$ cat src/rtl/calc_sched.sv
// Calculation scheduler: serially loads a 12-bit coefficient into an external
// datapath, then feeds it round-robin operands under a credit limit and queues results.
module calc_sched #(
    parameter int LAT    = 10,
    parameter int DEPTH  = 4,
    parameter int SETTLE = 2
) (
    input  logic        clk,
    input  logic        rst,
    input  logic [11:0] cfg_d,
    input  logic        cfg_start,
    output logic        cfg_busy,
    output logic        dp_rst,
    output logic        dp_e,
    output logic [11:0] dp_a,
    output logic [11:0] dp_b,
    output logic [11:0] dp_c,
    input  logic [12:0] dp_y,
    input  logic        req0_valid,
    input  logic        req1_valid,
    output logic        req0_ready,
    output logic        req1_ready,
    input  logic [35:0] req0_data,
    input  logic [35:0] req1_data,
    output logic        out_valid,
    input  logic        out_ready,
    output logic [12:0] out_data,
    output logic        out_id
);
    localparam int AW = (DEPTH > 1) ? $clog2(DEPTH) : 1;
    localparam int CW = $clog2(DEPTH + 1);
    localparam int NW = 16;

    typedef enum logic [2:0] {S_IDLE, S_DRAIN, S_LOAD, S_SETTLE, S_RUN} state_t;

    state_t          state_q, state_d;
    logic [NW-1:0]   cnt_q, cnt_d;
    logic [11:0]     d_q, d_d;
    logic            ptr_q, ptr_d;
    logic [CW-1:0]   inflight_q, inflight_d;
    logic [LAT-1:0]  sh_vld_q, sh_vld_d;
    logic [LAT-1:0]  sh_id_q, sh_id_d;
    logic [13:0]     mem_q [DEPTH];
    logic [13:0]     mem_d [DEPTH];
    logic [AW-1:0]   wr_q, wr_d, rd_q, rd_d;
    logic [CW-1:0]   fcnt_q, fcnt_d;

    logic            credit_ok, gnt_id, issue, push, pop, tail_vld, tail_id;
    logic [35:0]     gnt_data;
    logic [3:0]      bit_idx;

    function automatic logic [AW-1:0] ptr_inc(input logic [AW-1:0] p);
        return (p == AW'(DEPTH - 1)) ? '0 : p + 1'b1;
    endfunction

    // Sequencer: LOAD spends cnt 0 on dp_rst and cnt 1..12 on the d bits.
    always_comb begin
        state_d = state_q;
        cnt_d   = cnt_q;
        d_d     = d_q;
        case (state_q)
            S_IDLE: begin
                if (cfg_start) begin
                    state_d = S_LOAD;
                    cnt_d   = '0;
                    d_d     = cfg_d;
                end
            end
            S_RUN: begin
                if (cfg_start) begin
                    state_d = S_DRAIN;
                    d_d     = cfg_d;
                end
            end
            S_DRAIN: begin
                if (inflight_q == '0) begin
                    state_d = S_LOAD;
                    cnt_d   = '0;
                end
            end
            S_LOAD: begin
                if (cnt_q == NW'(12)) begin
                    cnt_d   = '0;
                    state_d = (SETTLE == 0) ? S_RUN : S_SETTLE;
                end else begin
                    cnt_d = cnt_q + 1'b1;
                end
            end
            S_SETTLE: begin
                if (cnt_q == NW'(SETTLE - 1)) begin
                    cnt_d   = '0;
                    state_d = S_RUN;
                end else begin
                    cnt_d = cnt_q + 1'b1;
                end
            end
            default: state_d = S_IDLE;
        endcase
    end

    always_comb begin
        bit_idx  = cnt_q[3:0] - 4'd1;
        dp_rst   = rst || (state_q == S_LOAD && cnt_q == '0);
        dp_e     = (state_q == S_LOAD && cnt_q != '0) ? d_q[bit_idx] : 1'b0;
        cfg_busy = (state_q != S_RUN);
    end

    // Credit counts results both in flight and already queued.
    always_comb begin
        credit_ok  = ({1'b0, inflight_q} + {1'b0, fcnt_q}) < (CW + 1)'(DEPTH);
        gnt_id     = (req0_valid && req1_valid) ? ptr_q : req1_valid;
        issue      = (state_q == S_RUN) && credit_ok && (req0_valid || req1_valid);
        gnt_data   = gnt_id ? req1_data : req0_data;
        req0_ready = issue && !gnt_id;
        req1_ready = issue && gnt_id;
        dp_a       = issue ? gnt_data[35:24] : '0;
        dp_b       = issue ? gnt_data[23:12] : '0;
        dp_c       = issue ? gnt_data[11:0]  : '0;
        ptr_d      = issue ? ~gnt_id : ptr_q;
    end

    always_comb begin
        tail_vld    = sh_vld_q[LAT-1];
        tail_id     = sh_id_q[LAT-1];
        sh_vld_d    = '0;
        sh_id_d     = '0;
        sh_vld_d[0] = issue;
        sh_id_d[0]  = gnt_id;
        for (int i = 1; i < LAT; i++) begin
            sh_vld_d[i] = sh_vld_q[i-1];
            sh_id_d[i]  = sh_id_q[i-1];
        end
        inflight_d = inflight_q;
        if (issue && !tail_vld) begin
            inflight_d = inflight_q + 1'b1;
        end else if (!issue && tail_vld) begin
            inflight_d = inflight_q - 1'b1;
        end
    end

    // Result FIFO: the head is read before the edge, so push+pop when full is safe.
    always_comb begin
        push      = tail_vld;
        out_valid = (fcnt_q != '0);
        pop       = out_valid && out_ready;
        mem_d     = mem_q;
        if (push) begin
            mem_d[wr_q] = {dp_y, tail_id};
        end
        wr_d   = push ? ptr_inc(wr_q) : wr_q;
        rd_d   = pop ? ptr_inc(rd_q) : rd_q;
        fcnt_d = fcnt_q;
        if (push && !pop) begin
            fcnt_d = fcnt_q + 1'b1;
        end else if (!push && pop) begin
            fcnt_d = fcnt_q - 1'b1;
        end
        out_data = out_valid ? mem_q[rd_q][13:1] : '0;
        out_id   = out_valid ? mem_q[rd_q][0] : 1'b0;
    end

    always_ff @(posedge clk or posedge rst) begin
        if (rst) begin
            state_q    <= S_IDLE;
            cnt_q      <= '0;
            d_q        <= '0;
            ptr_q      <= 1'b0;
            inflight_q <= '0;
            sh_vld_q   <= '0;
            sh_id_q    <= '0;
            wr_q       <= '0;
            rd_q       <= '0;
            fcnt_q     <= '0;
        end else begin
            state_q    <= state_d;
            cnt_q      <= cnt_d;
            d_q        <= d_d;
            ptr_q      <= ptr_d;
            inflight_q <= inflight_d;
            sh_vld_q   <= sh_vld_d;
            sh_id_q    <= sh_id_d;
            wr_q       <= wr_d;
            rd_q       <= rd_d;
            fcnt_q     <= fcnt_d;
        end
    end

    always_ff @(posedge clk) begin
        mem_q <= mem_d;
    end

    assert property (@(posedge clk) disable iff (rst)
        !(push && !pop && fcnt_q == CW'(DEPTH)));

endmodule
$ cat config.mk
export PLATFORM = sky130hd
export DESIGN_NAME = calc_sched
export DESIGN_NICKNAME = d
export VERILOG_FILES = /design/src/rtl/calc_sched.sv
export SDC_FILE = /design/constraint.sdc
export NUM_CORES = 1
export LEC_CHECK = 0
export ABC_CLOCK_PERIOD_IN_PS = 4470
export CORE_ASPECT_RATIO = 1.25
export CORE_UTILIZATION = 49
export CTS_CLUSTER_SIZE = 40
export DETAILED_ROUTE_END_ITERATION = 10
export GPL_TIMING_DRIVEN = 0
export HOLD_SLACK_MARGIN = 0.05
export PLACE_DENSITY = 0.88
export SLEW_MARGIN = 25
export SYNTH_ARGS = -nofsm -noshare
export SYNTH_HDL_FRONTEND = slang
export SYNTH_SLANG_ARGS = --single-unit
$ cat constraint.sdc
create_clock -name clk -period 4.47 [get_ports clk]
set_input_delay 1.1175 -clock clk [delete_from_list [all_inputs] [get_ports clk]]
set_output_delay 1.1175 -clock clk [all_outputs]
set_load 0.02 [all_outputs]
Word level (Yosys, flattened, before mapping)

Cells that the tools add are included.
Widths: inputs -> output; s select.

Add/subtract/negate cells: 9
Order comparisons: 5
Eq/ne operators: 14
Multiplexer cells: 33
Bitwise operators: 3
Reduce and logical (&&, ||, !) cells: 31

Operator list:

| kind                  | number |
|---|---|
| $mux 16               | 4 |
| $pmux 16 s4           | 1 |
| $bwmux 56             | 1 |
| $mux 14               | 3 |
| $mux 12               | 3 |
| $mux 36               | 1 |
| $bmux 14 s2           | 1 |
| $demux 14 s2          | 1 |
| $mux 3                | 9 |
| $add 16x1->16 const B | 1 |
| $eq 16x1->1 const B   | 1 |
| $eq 16x4->1 const B   | 1 |
| $logic_not 16->1      | 1 |
| $reduce_bool 16->1    | 1 |
| $pmux 3 s5            | 1 |
| $logic_and 1x1->1     | 13 |
| $mux 13               | 1 |
| $ne 2x2->1 const B    | 5 |
| $add 3x1->3 const B   | 2 |
| $eq 3x2->1 const B    | 2 |
| $ge 3x3->1 const B    | 2 |
| $logic_not 3->1       | 2 |
| $not 2->3             | 2 |
| $sub 3x1->3 const B   | 2 |
| other kinds (23)      | 34 |

Register bits: 118
Output and inout bits: 56
Logic and storage cells: 109

Longest topological paths before layout

Word-level depth: 8
Mapped depth: 12

Least setup slack after synthesis

OpenSTA, ideal clock, no wires.

Path type: input -> output
Start point: in req0_valid
End point: out dp_b[10]
Data arrival time: 2.305 ns
Data required time: 3.353 ns
Slack: 1.047 ns
Cell stages on the path: 7
Path buffers: 2
Path through: inv_1 > o21ai_0 > inv_1 > clkbuf_1 > clkbuf_1 > nand2_1 > a21oi_1

Cells in the longest elaborated chain, start to end: 4

Ends and longest elaborated chain:

| what              | line | text |
|---|---|---|
| start, declared   | 19   | `input logic req0_valid,` |
| $logic_and 1x1->1 | 111  | `gnt_id = (req0_valid && req1_valid) ? ptr_q : req1_valid;` |
| $mux 1            | 111  |  |
| $mux 36           | 113  | `gnt_data = gnt_id ? req1_data : req0_data;` |
| $mux 12 *         | 117  | `dp_b = issue ? gnt_data[23:12] : '0;` |
| end, declared     | 16   | `output logic [11:0] dp_b,` |

Mark *: on every way between the ends. The rest lies on a longest branch, timed or not.

Worst setup path after layout

Start point: in req0_valid
End point: out dp_a[10]

Cells in the longest elaborated chain, start to end: 4

Ends and longest elaborated chain:

| what              | line | text |
|---|---|---|
| $logic_and 1x1->1 | 111  |  |
| $mux 1            | 111  |  |
| $mux 36           | 113  |  |
| $mux 12 *         | 116  | `dp_a = issue ? gnt_data[35:24] : '0;` |
| end, declared     | 15   | `output logic [11:0] dp_a,` |

Marked as above.

==> metrics <==
worst vdd rail ir drop ~270 uV; clock tree sinks 118; sequential cell area fraction in the yosys report 57.9%; final routed DRC violation total 0; top-area cell type share of the netlist area 30.1%; fin cells between 700 and 800; Mean Syn Cell Area 12.2 um^2; result of the run complete, no violations; internal cell power roughly 2.2 mW; fraction of power consumed by the clock network between 40% and 50%; most frequent cells after synthesis nand2_1 (91), dfrtp_1 (62), edfxtp_1 (56); count of state elements after synthesis 118; effective utilization at floorplan 50.4%; fraction of registers with async set or reset after synthesis 52.5%; post-detailed-route count of antenna-violating nets 0; TritonCTS clock tree built; Syn Nets 576; Inserted Clock Buffers 17; count of max-cap constraint violations 0; Mapped Area 5580 um^2; all-layer global routing usage 26.1%; Final Max Slew Viols 0; switching power approximately 0.80 mW; Worst EP arrival between 3 and 4 ns; Critical-path top delay cell clkdlybuf4s50_1; placed cell count 753; multi-input combinational cell area 2160 um^2; detailed-routing iteration count for the pre-antenna-repair pass 5; Detailed Route Iter0 Violations roughly 280; Final Critical Period 4.34 ns; Area Overhead vs Synth 42.5%; placed wire-length estimate after detailed placement 10700 um; number of antenna violations at the first check in global routing 2; count of flip-flops with a built-in enable after synthesis 56; part of the total power dissipated in combinational logic 17.3%; power density relative to cell area 383 nW/um^2; Top-Level Pins approximately 160; crit path capture type output pin; CTS Hold Bufs 0; most frequent cell on the critical path clkdlybuf4s50_1; Avg WL per Cell 18.3 um; leading register cell type out of synthesis dfrtp_1; cell type with the largest total area after synthesis edfxtp_1; Clock transition at path regs 0.05 ns; required time at the worst-slack endpoint 3.35 ns; row count 43; Finish-stage setup viols 0; highest attainable clock frequency 0.231 GHz; Cells after Synth 459; number of warnings reported in the yosys synthesis log 0; setup repair after global routing missed its margin false; pin count of the biggest net entering global routing 56; crit path launch type primary input; Lkg Pwr 3.28 nW; aggregate routed wire length roughly 14000 um; worst-path cell chain clkdlybuf4s50_1, inv_1, o21ai_1, clkbuf_4, clkbuf_2, nand2_1, a21oi_1, clkdlybuf4s50_1; Final Hold Violating Endpoints 0; die width 97.5 um; Remaining Overflow, GRT 0; hold crit path type reg2reg; wire length of the first global-routing pass 23300 um; count leader, synth nand2_1; share of the clock period used by the worst path after layout 97.1%; number of global-route vias before repair 4767; share of total power in sequential cells 41.3%; area of the placeable core approximately 11000 um^2; RD Place Congestion 0.882; CTS Root Cell clkbuf_16; fraction of layout cells with a size suffix above 1 14.3%; die height 121 um; worst clock skew 0.00688 ns; Slowest Stage Delay on Critical Path 0.62 ns; Die Footprint 11800 um^2; WS Path Type in2out; cells taking the most area after synthesis edfxtp_1 (30%), dfrtp_1 (28%), mux4_2 (6.9%); level count of the clock H-tree 4; setup total negative slack 0 ns; number of fill cells in the layout 749; worst-case clock buffer depth 2; clock network latency to the later pin of the worst-skew pair approximately 0.41 ns; Avg Vias per Cell 5.61; Final nets approximately 750; Max Fanout on Critical Path 10; fraction of power spent switching nets 26.3%; Worst Tran Pin Value 0.737 ns; Port-buffer cells 158; post-synth cell types 55; register area between 3000 and 4000 um^2; DR vias between 4000 and 5000; slew margin rel. about half
==> routing by layer <==
metal | global-route usage [%] | vias to the layer above | part of all wire, %
met5 | 0 | - | 0.090
met4 | 10.6 | 2 | 2.2
met3 | 10.0 | 36 | 11
met2 | 45.3 | 247 | 51
met1 | 28.7 | 2117 | 35
li1 | - | 2021 | -
==> sequential cells by signal (all words and copies together) (netlist names) <==
| register | count |
|---|---|
| mem_q | 56 |
| cnt_q | 16 |
| d_q | 12 |
| sh_id_q | 10 |
| sh_vld_q | 10 |
| fcnt_q | 3 |
| inflight_q | 3 |
| state_q | 3 |
| rd_q | 2 |
| wr_q | 2 |
| ptr_q | 1 |
==> timing repair <==
item,CTS,global route
resized for setup,4,12
endpoints found under the setup margin,28,28
buffers inserted,0,0
==> power by group through the flow <==
stage / logic [mW] / clock network (mW) / registers [mW]
finish: 0.527 / 1.26 / 1.26
global route: 0.573 / 1.32 / 1.27
CTS: 0.526 / 1.27 / 1.25
detailed placement: 0.517 / 0 / 1.27
global placement: 0.493 / 0 / 1.27
floorplan: 0.325 / 0 / 1.26
==> cells in the final DEF (no fill, tap or decap), types with 3 or more instances in the layout <==
master             n
a21oi_1           36
a221o_1            3
a22o_1             3
and2_1            18
and3_1             4
and4_1             4
buf_2             14
buf_6              3
clkbuf_1           4
clkbuf_16         17
clkbuf_2           3
clkdlybuf4s50_1  151
clkinvlp_4         6
dfrtp_1           62
diode_2            5
dlymetal6s2s_1     7
edfxtp_1          56
ha_1              12
inv_1             13
inv_6              4
mux2_2            15
mux2i_1            3
mux4_2            17
nand2_1           91
nand3_1           17
nand4_1            3
nor2_1             9
nor2b_1            3
nor3_1             4
nor4_1             3
o21ai_0            7
o311ai_0           3
or3_1              5
or4_1              3
xnor2_1            4
xor2_1             4
==> worst paths after layout <==
path / slack (ns) / cells past startpoint / start / endpoint
hold reg to reg: 0.35 / 0 / sh_id_q[6] / sh_id_q[7]
setup / recovery: 0.13 / 8 / req0_valid / dp_a[10]
min in group asynchronous: 0.99 / 2 / rst / cnt_q[3]
setup reg to reg: 1.79 / 12 / state_q[0] / inflight_q[2]
max in group asynchronous: 3.00 / 3 / rst / sh_vld_q[6]
hold / removal: 0.35 / 0 / sh_id_q[6] / sh_id_q[7]
==> cell families (layout without fill, tap and decap cells) <==
group                    Yosys count  in the layout  share of synthesized area [%]
multiplexers                      35             35                           10.4
AO/OA/AOI/OAI                     69             69                           8.00
XOR/XNOR                           8              8                           1.25
other                              0              5                              0
buffers and inverters             40            230                           3.45
AND/OR/NAND/NOR                  175            175                           15.6
adder cells (fa/ha/maj)           14             14                           3.41
flip-flops                       118            118                           57.9
==> cell type report <==
| class | count | share of cell area, % |
|---|---|---|
| sequential | 118 | 40.6 |
| multi-input combinational | 301 | 27.1 |
| timing repair buffer | 159 | 20.4 |
| clock buffer | 17 | 5.35 |
| tap | 135 | 2.12 |
| buffer | 26 | 1.87 |
| clock inverter | 14 | 1.60 |
| inverter | 14 | 0.692 |
| antenna | 5 | 0.157 |
==> worst max-delay path: cells and delay by family <==
family / cells / cell delay (ns)
buf+inv: 5 / 1.63
compound gates: 2 / 0.35
simple gates: 1 / 0.12
==> metrics by stage <==
step	cell area, um^2	util [%]	power [mW]	setup slack [ns]	hold WS (ns)
global placement	7330	66.2	1.76	-0.0591	0.336
detailed placement	7360	66.4	1.79	-0.0956	0.339
floorplan	5580	-	1.58	1.05	0.331
CTS	7920	71.5	3.06	0.0418	0.348
finish	7960	71.8	3.05	0.132	0.348
global route	7940	71.7	3.16	0.0275	0.351
Note: power is estimated with default switching activity, not from simulation.
